==> src/rtl/regfile_wb_scheduler_pkg.sv <==
// rtl/regfile_wb_scheduler_pkg.sv - shared widths and requester indices for the writeback scheduler
package regfile_wb_scheduler_pkg;

    localparam int DEFAULT_DATA_W = 32;
    localparam int DEFAULT_ADDR_W = 5;
    localparam int NUM_REQ        = 2;

    localparam int REQ_ALU = 0;
    localparam int REQ_MC  = 1;

endpackage

==> src/rtl/regfile_wb_scheduler_if.sv <==
// rtl/regfile_wb_scheduler_if.sv - writeback request bus between the result sources and the scheduler
interface regfile_wb_scheduler_if
    import regfile_wb_scheduler_pkg::*;
#(
    parameter int DATA_W = DEFAULT_DATA_W,
    parameter int ADDR_W = DEFAULT_ADDR_W
);
    logic [NUM_REQ-1:0]        req_valid;
    logic [NUM_REQ*ADDR_W-1:0] req_reg;
    logic [NUM_REQ*DATA_W-1:0] req_data;
    logic [NUM_REQ-1:0]        req_ready;

    modport master (output req_valid, output req_reg, output req_data, input  req_ready);
    modport slave  (input  req_valid, input  req_reg, input  req_data, output req_ready);
endinterface

==> src/rtl/regfile_wb_scheduler_rr_arbiter2.sv <==
// rtl/regfile_wb_scheduler_rr_arbiter2.sv - two-way round-robin arbiter with last-winner pointer
module rr_arbiter2
    import regfile_wb_scheduler_pkg::*;
(
    input  logic               clk,
    input  logic               reset,
    input  logic [NUM_REQ-1:0] req,
    output logic [NUM_REQ-1:0] grant
);

    // Index of the most recent winner; the other requester wins the next conflict.
    logic last_grant;

    always_comb begin
        grant          = '0;
        grant[REQ_ALU] = req[REQ_ALU] & (~req[REQ_MC]  |  last_grant);
        grant[REQ_MC]  = req[REQ_MC]  & (~req[REQ_ALU] | ~last_grant);
    end

    always_ff @(posedge clk) begin
        if (reset) begin
            last_grant <= 1'b1;
        end else if (|grant) begin
            last_grant <= grant[REQ_MC];
        end
    end

endmodule

==> src/rtl/regfile_wb_scheduler.sv <==
// rtl/regfile_wb_scheduler.sv - shares the register file write port between two writeback sources
module regfile_wb_scheduler
    import regfile_wb_scheduler_pkg::*;
#(
    parameter int DATA_W = DEFAULT_DATA_W,
    parameter int ADDR_W = DEFAULT_ADDR_W
) (
    input  logic                     clk,
    input  logic                     reset,
    regfile_wb_scheduler_if.slave    wb,
    input  logic                     rsv_valid,
    input  logic [ADDR_W-1:0]        rsv_reg,
    output logic                     rf_write,
    output logic [ADDR_W-1:0]        rf_write_reg,
    output logic [DATA_W-1:0]        rf_write_data,
    output logic [(1<<ADDR_W)-1:0]   busy
);

    logic [NUM_REQ-1:0]     grant;
    logic                   xfer;
    logic [ADDR_W-1:0]      win_reg;
    logic [DATA_W-1:0]      win_data;
    logic [(1<<ADDR_W)-1:0] busy_next;

    rr_arbiter2 u_arb (
        .clk   (clk),
        .reset (reset),
        .req   (wb.req_valid),
        .grant (grant)
    );

    assign wb.req_ready = grant;
    assign xfer         = |grant;

    always_comb begin
        win_reg  = wb.req_reg[REQ_ALU*ADDR_W +: ADDR_W];
        win_data = wb.req_data[REQ_ALU*DATA_W +: DATA_W];
        if (grant[REQ_MC]) begin
            win_reg  = wb.req_reg[REQ_MC*ADDR_W +: ADDR_W];
            win_data = wb.req_data[REQ_MC*DATA_W +: DATA_W];
        end
    end

    // Writes to $0 still complete the handshake but never reach the file.
    always_ff @(posedge clk) begin
        if (reset) begin
            rf_write      <= 1'b0;
            rf_write_reg  <= '0;
            rf_write_data <= '0;
        end else if (xfer) begin
            rf_write      <= (win_reg != '0);
            rf_write_reg  <= win_reg;
            rf_write_data <= win_data;
        end else begin
            rf_write      <= 1'b0;
        end
    end

    // Set after clear: a fresh reservation outlives the commit of the old producer.
    always_comb begin
        busy_next = busy;
        if (rf_write) begin
            busy_next[rf_write_reg] = 1'b0;
        end
        if (rsv_valid && (rsv_reg != '0)) begin
            busy_next[rsv_reg] = 1'b1;
        end
        busy_next[0] = 1'b0;
    end

    always_ff @(posedge clk) begin
        if (reset) begin
            busy <= '0;
        end else begin
            busy <= busy_next;
        end
    end

endmodule

==> src/flat_wrapper.sv <==
// flat-port wrapper written by rule: the top's interface ports become plain ports
module regfile_wb_scheduler_flat import regfile_wb_scheduler_pkg::*;
#(
    parameter int DATA_W = DEFAULT_DATA_W,
    parameter int ADDR_W = DEFAULT_ADDR_W
)
  (clk, reset, rsv_valid, rsv_reg, rf_write, rf_write_reg, rf_write_data, busy, wb_req_valid, wb_req_reg, wb_req_data, wb_req_ready);
  regfile_wb_scheduler_if #(.DATA_W(DATA_W), .ADDR_W(ADDR_W)) wb_i ();
  input  logic clk;
  input  logic reset;
  input  logic rsv_valid;
  input  logic [ADDR_W-1:0] rsv_reg;
  output logic rf_write;
  output logic [ADDR_W-1:0] rf_write_reg;
  output logic [DATA_W-1:0] rf_write_data;
  output logic [(1<<ADDR_W)-1:0] busy;
  input wire logic [$bits(wb_i.req_valid)-1:0] wb_req_valid;
  input wire logic [$bits(wb_i.req_reg)-1:0] wb_req_reg;
  input wire logic [$bits(wb_i.req_data)-1:0] wb_req_data;
  output wire logic [$bits(wb_i.req_ready)-1:0] wb_req_ready;
  assign wb_i.req_valid = wb_req_valid;
  assign wb_i.req_reg = wb_req_reg;
  assign wb_i.req_data = wb_req_data;
  assign wb_req_ready = wb_i.req_ready;
  regfile_wb_scheduler #(.DATA_W(DATA_W), .ADDR_W(ADDR_W)) u_core (.clk(clk), .reset(reset), .wb(wb_i), .rsv_valid(rsv_valid), .rsv_reg(rsv_reg), .rf_write(rf_write), .rf_write_reg(rf_write_reg), .rf_write_data(rf_write_data), .busy(busy));
endmodule
==> config.mk <==
export PLATFORM = sky130hd
export DESIGN_NAME = regfile_wb_scheduler_flat
export DESIGN_NICKNAME = d
export VERILOG_FILES = /design/src/rtl/regfile_wb_scheduler_pkg.sv /design/src/rtl/regfile_wb_scheduler_if.sv /design/src/rtl/regfile_wb_scheduler_rr_arbiter2.sv /design/src/rtl/regfile_wb_scheduler.sv /design/src/flat_wrapper.sv
export SDC_FILE = /design/constraint.sdc
export NUM_CORES = 1
export LEC_CHECK = 0
export ABC_AREA = 1
export CAP_MARGIN = 15
export CORE_MARGIN = 3
export CORE_UTILIZATION = 40
export DETAILED_ROUTE_END_ITERATION = 10
export PLACE_DENSITY = 0.84
export SYNTH_ARGS = -nofsm -noshare
export SYNTH_HDL_FRONTEND = slang
export SYNTH_SLANG_ARGS = --single-unit
==> constraint.sdc <==
create_clock -name clk -period 1.3 [get_ports clk]
set_input_delay 0.325 -clock clk [delete_from_list [all_inputs] [get_ports clk]]
set_output_delay 0.325 -clock clk [all_outputs]
set_load 0.005 [all_outputs]
# After elaboration in Yosys (flattened, before gate mapping)
# Cells that the tools add are included.
# word_totals
register_bits	71
latch_bits	0
ramBits	0
romBits	0
input_bits	84
output_inout_bits	72
word_cells	36
n_memories	0
# op_classes
n_addsub	0
mul	0
n_div	0
order_cmp	4
eq_ne	0
shifts	0
muxes	8
bitwise	11
reduce_logical	7
# ops
op	n
$mux 32	3
$and 32x32->32	1
$not 32->32	1
$or 32x32->32	1
$lt 5x6->1 const B	2
$demux 1 s5	2
$ge 5x1->1 const B	2
$reduce_bool 5->1	2
$mux 5	1
$not 1->1	4
$reduce_or 2->1	2
$logic_and 1x1->1	3
$and 1x1->1	2
$mux 1	2
$or 1x1->1	2

# Longest topological paths before layout
# depth
depth_word	9
depth_mapped	8
ltp_nobuf	7

# Cells and area by module
# Synthesis repeated with hierarchy kept, for this count alone.
# hier_totals
cells_unflattened	489
hier_area_um2	3273.1
# by_module_without_submodules
mod	instances	cells_per_inst	area_per_inst_um2	seq_area_each_um2
regfile_wb_scheduler	1	479	3216.8	1381.3
rr_arbiter2	1	10	56.3	20.0

# Worst setup path before layout
# No wires, ideal clock.
# synth_path
path_kind	input-to-reg
startpoint	input port wb_req_valid[1]
endpoint	register u_core.rf_write_data[29]
setup_ns	0.122
arrival_ns	1.099
required_ns	1.178
setup_slack_ns	0.079
path_stages	6
n_path_buf	2
cell_sequence	buf_2 > nand2_1 > buf_2 > or2_2 > o21ai_0 > o21ai_0
# synth_between
elab_chain_len	4
elab_cells_between_ends	6
cone_classes	mux: 1; bitwise: 4; reduce/logical: 1
# synth_rtl
element	line	rtl
start, declared	flat_wrapper.sv:17	input wire logic [$bits(wb_i.req_valid)-1:0] wb_req_valid;
$not 1->1	regfile_wb_scheduler_rr_arbiter2.sv:16	grant[REQ_ALU] = req[REQ_ALU] & (~req[REQ_MC] | last_grant);
$or 1x1->1	regfile_wb_scheduler_rr_arbiter2.sv:16	
$and 1x1->1	regfile_wb_scheduler_rr_arbiter2.sv:16	
$reduce_or 2->1	regfile_wb_scheduler.sv:33	assign xfer = |grant;
end signal, assigned	regfile_wb_scheduler.sv:53	rf_write_data <= win_data;
end, declared	regfile_wb_scheduler.sv:15	output logic [DATA_W-1:0] rf_write_data,
# Several ways; a longest one is shown, not always the timed one.
# A chain may end at the register's enable or synchronous reset.

# Worst setup path after layout
# layout_path
startpoint	register u_core.u_arb.last_grant
endpoint	output port wb_req_ready[0]
# layout_between
elab_chain_len	2
# layout_rtl
element	line	rtl
start, declared	regfile_wb_scheduler_rr_arbiter2.sv:12	logic last_grant;
start signal, assigned	regfile_wb_scheduler_rr_arbiter2.sv:24	last_grant <= grant[REQ_MC];
$or 1x1->1	regfile_wb_scheduler_rr_arbiter2.sv:16	
$and 1x1->1	regfile_wb_scheduler_rr_arbiter2.sv:16	
end, declared	flat_wrapper.sv:20	output wire logic [$bits(wb_i.req_ready)-1:0] wb_req_ready;
# No other way between the ends.

==> reports/qor.yml <==
final_layout_size_suffix_gt1_share_pct: 15.84
avgViaCountPerCell: 5.040
synth_top_cell_by_area: "dfxtp_1"
synth_top_family_by_area: "compound AO/OA/AOI/OAI gates"
holdWs_ns: 0.4123
hold_viol_final: 0
gp_congestion: 0.8746
synth_area_leaders: "dfxtp_1, nand2_1, o21ai_0"
violations: "negative setup slack"
num_vias: 3558
synth-edff-count: 0
drc: 0
die-area_um2: 8623
seq_area_um2: 1430
ys_async_sr_fraction_pct: 0
synth_cell_types: 21
pin_count: 156
final_cell_mix: "nand2_1, clkdlybuf4s50_1, dlygate4sd2_1"
power_density_nw_per_um2: 1029
synthAdderAreaFrac_pct: 0
fin_skew_ns: 0.01040
synth_top_area_share_pct: 46.43
syn_to_final_growth_pct: 71.68
finalCriticalPeriod_ns: 1.322
grtUsageTotal_pct: 23.27
p_leak_nw: 2.332
cts_root_buf: "clkbuf_8"
cts_hold_buf: 0
rsz0062_at_grt: "yes"
cts.sinks: 70
finalWorstSetupSlack_ns: -0.02231
multi_input_area_um2: 1490
grt_pass1_vias: 3438
ys_ff_latch: 70
crit_family: "flip-flops"
worstPathMaxFanout: 3
fin_nets: 685
final_common_cell: "nand2_1"
status: "finished, violations left"
syn_inst: 425
ys.warnings.count: 0
setup_viol: 2
cts_buffers: 9
final_util_pct: 71.05
hp-class: "in2reg"
start_util_pct: 41.39
num_rows: 31
routed_wl_um: 10610
ys_seq_area_share_pct: 46.43
synth_mux_area_share_pct: 0
gr-total-overflow: 0
antenna_left: 0
largest_register_ffs: 32
maxSlewViolCount: 0
synth-compound-area-share_pct: 23.18
worst-path-buf-inv: 2
worstPathCellList: "o21ai_2 > inv_1 > clkbuf_2"
core_area_um2: 7292
die_w_um: 92.86
cts_tree: "yes"
final_cells: 706
grt_max_degree: 49
synthXorXnorAreaFrac_pct: 0
cp-end-kind: "output port"
clk_latency_ns: 0.34
fillers: 600
final.period_utilization_pct: 101.7
placedCellCount: 682
fp.dieH_um: 92.86
final_area_um2: 5181
ir_worst_vdd_mv: 0.8167
dp_hpwl_um: 7531
netlist_area_um2: 3018
fin_setup_tns_ns: -0.04125
antenna_found_initial: 1
synth_flop_cell: "dfxtp_1"
clk_pin_slew_ns: 0.08
dr.first_iter.drc_count: 170
post_drt_wl_per_cell_um: 15.02
dr.pass1.iters: 4
htree_levels: 3
clockBufferDepth: 2
io_buffers: 154
maxCapViolCount: 0
grt_pass1_wl_um: 16030
cpMaxStageDelayCell: "dfxtp_4"
max_freq_mhz: 756.3
synthSimpleGateAreaFrac_pct: 23.18
start_kind: "flop"
placed_area_um2: 4780
crit_arrival_ns: 1.00
slowest_delay_ns: 0.37
cp.required_ns: 0.98
synth_area_per_cell_um2: 7.101
postSynthNetCount: 509
worstSetupPathType: "reg2out"
-- power breakdown --
part	internal (mW)	leakage [nW]	switching (mW)	total (mW)
clock	0.988	0.0976	0.862	1.85
combinational	0.607	1.65	0.530	1.14
sequential	2.27	0.580	0.0747	2.34
total	3.86	2.33	1.47	5.33
-- area by class of cell --
class / count / area share, %
timing repair buffer: 188 / 35.21
multi-input combinational: 309 / 28.76
sequential: 70 / 27.60
clock buffer: 11 / 2.922
tap: 99 / 2.391
inverter: 23 / 1.956
clock inverter: 5 / 1.111
antenna: 1 / 0.04830
-- stage by stage --
stage | total power [mW] | worst slack, ns
after floorplan | 2.791 | 0.07852
after global routing | 5.529 | -0.08387
final | 5.330 | -0.02231
after CTS | 5.229 | -0.09605
after detailed placement | 3.456 | -0.5850
after global placement | 3.430 | -0.5714
-- routing by layer --
layer | part of all wire (%) | global-route usage, % | vias to the layer above
li1 | - | - | 1765
met1 | 39 | 26.10 | 1610
met2 | 50 | 40.43 | 163
met3 | 9.0 | 7.149 | 20
met4 | 1.9 | 10.13 | 0
met5 | 0 | 0 | -
-- worst reg2reg max path, delay by kind of cell, from the launching register on --
family          cells  cell delay (ns)
compound gates      2             0.25
buf+inv             4             0.48
simple gates        2             0.13
flops               1             0.37
-- repair_timing --
item / CTS / global route
setup endpoints to repair: 110 / 67
gates resized for setup: 102 / 52
pin swaps: 2 / 3
gates cloned: 1 / 3
setup buffers: 3 / 0
-- Yosys cell counts, types with 2 or more instances --
cell	n
buf_2	9
buf_6	3
a21oi_1	65
nor3_1	9
nand3_1	19
clkbuf_2	2
dfxtp_1	70
o21ai_0	73
nor2_1	2
nor3_2	3
or2_2	3
nand2_1	132
inv_1	20
clkbuf_1	8
-- path summary, 6_finish.rpt --
kind                                   startpoint                                     to  slack, ns  depth (start not counted)
min reg2reg  u_core.rf_write_data[6]$_SDFFE_PP0P_   u_core.rf_write_data[6]$_SDFFE_PP0P_       0.46                          2
max reg2reg  u_core.u_arb.last_grant$_SDFFE_PP1P_  u_core.rf_write_data[14]$_SDFFE_PP0P_          0                          8
max          u_core.u_arb.last_grant$_SDFFE_PP1P_                        wb_req_ready[0]      -0.02                          3
min                                         reset  u_core.rf_write_data[22]$_SDFFE_PP0P_       0.41                          3
-- logic make-up (layout without fill, tap and decap cells) --
logic type,after synthesis,in the layout
compound gates,139,139
simple gates,169,169
flops,70,70
buf+inv,46,227
other cells,1,2
(Power assumes the default switching activity.)
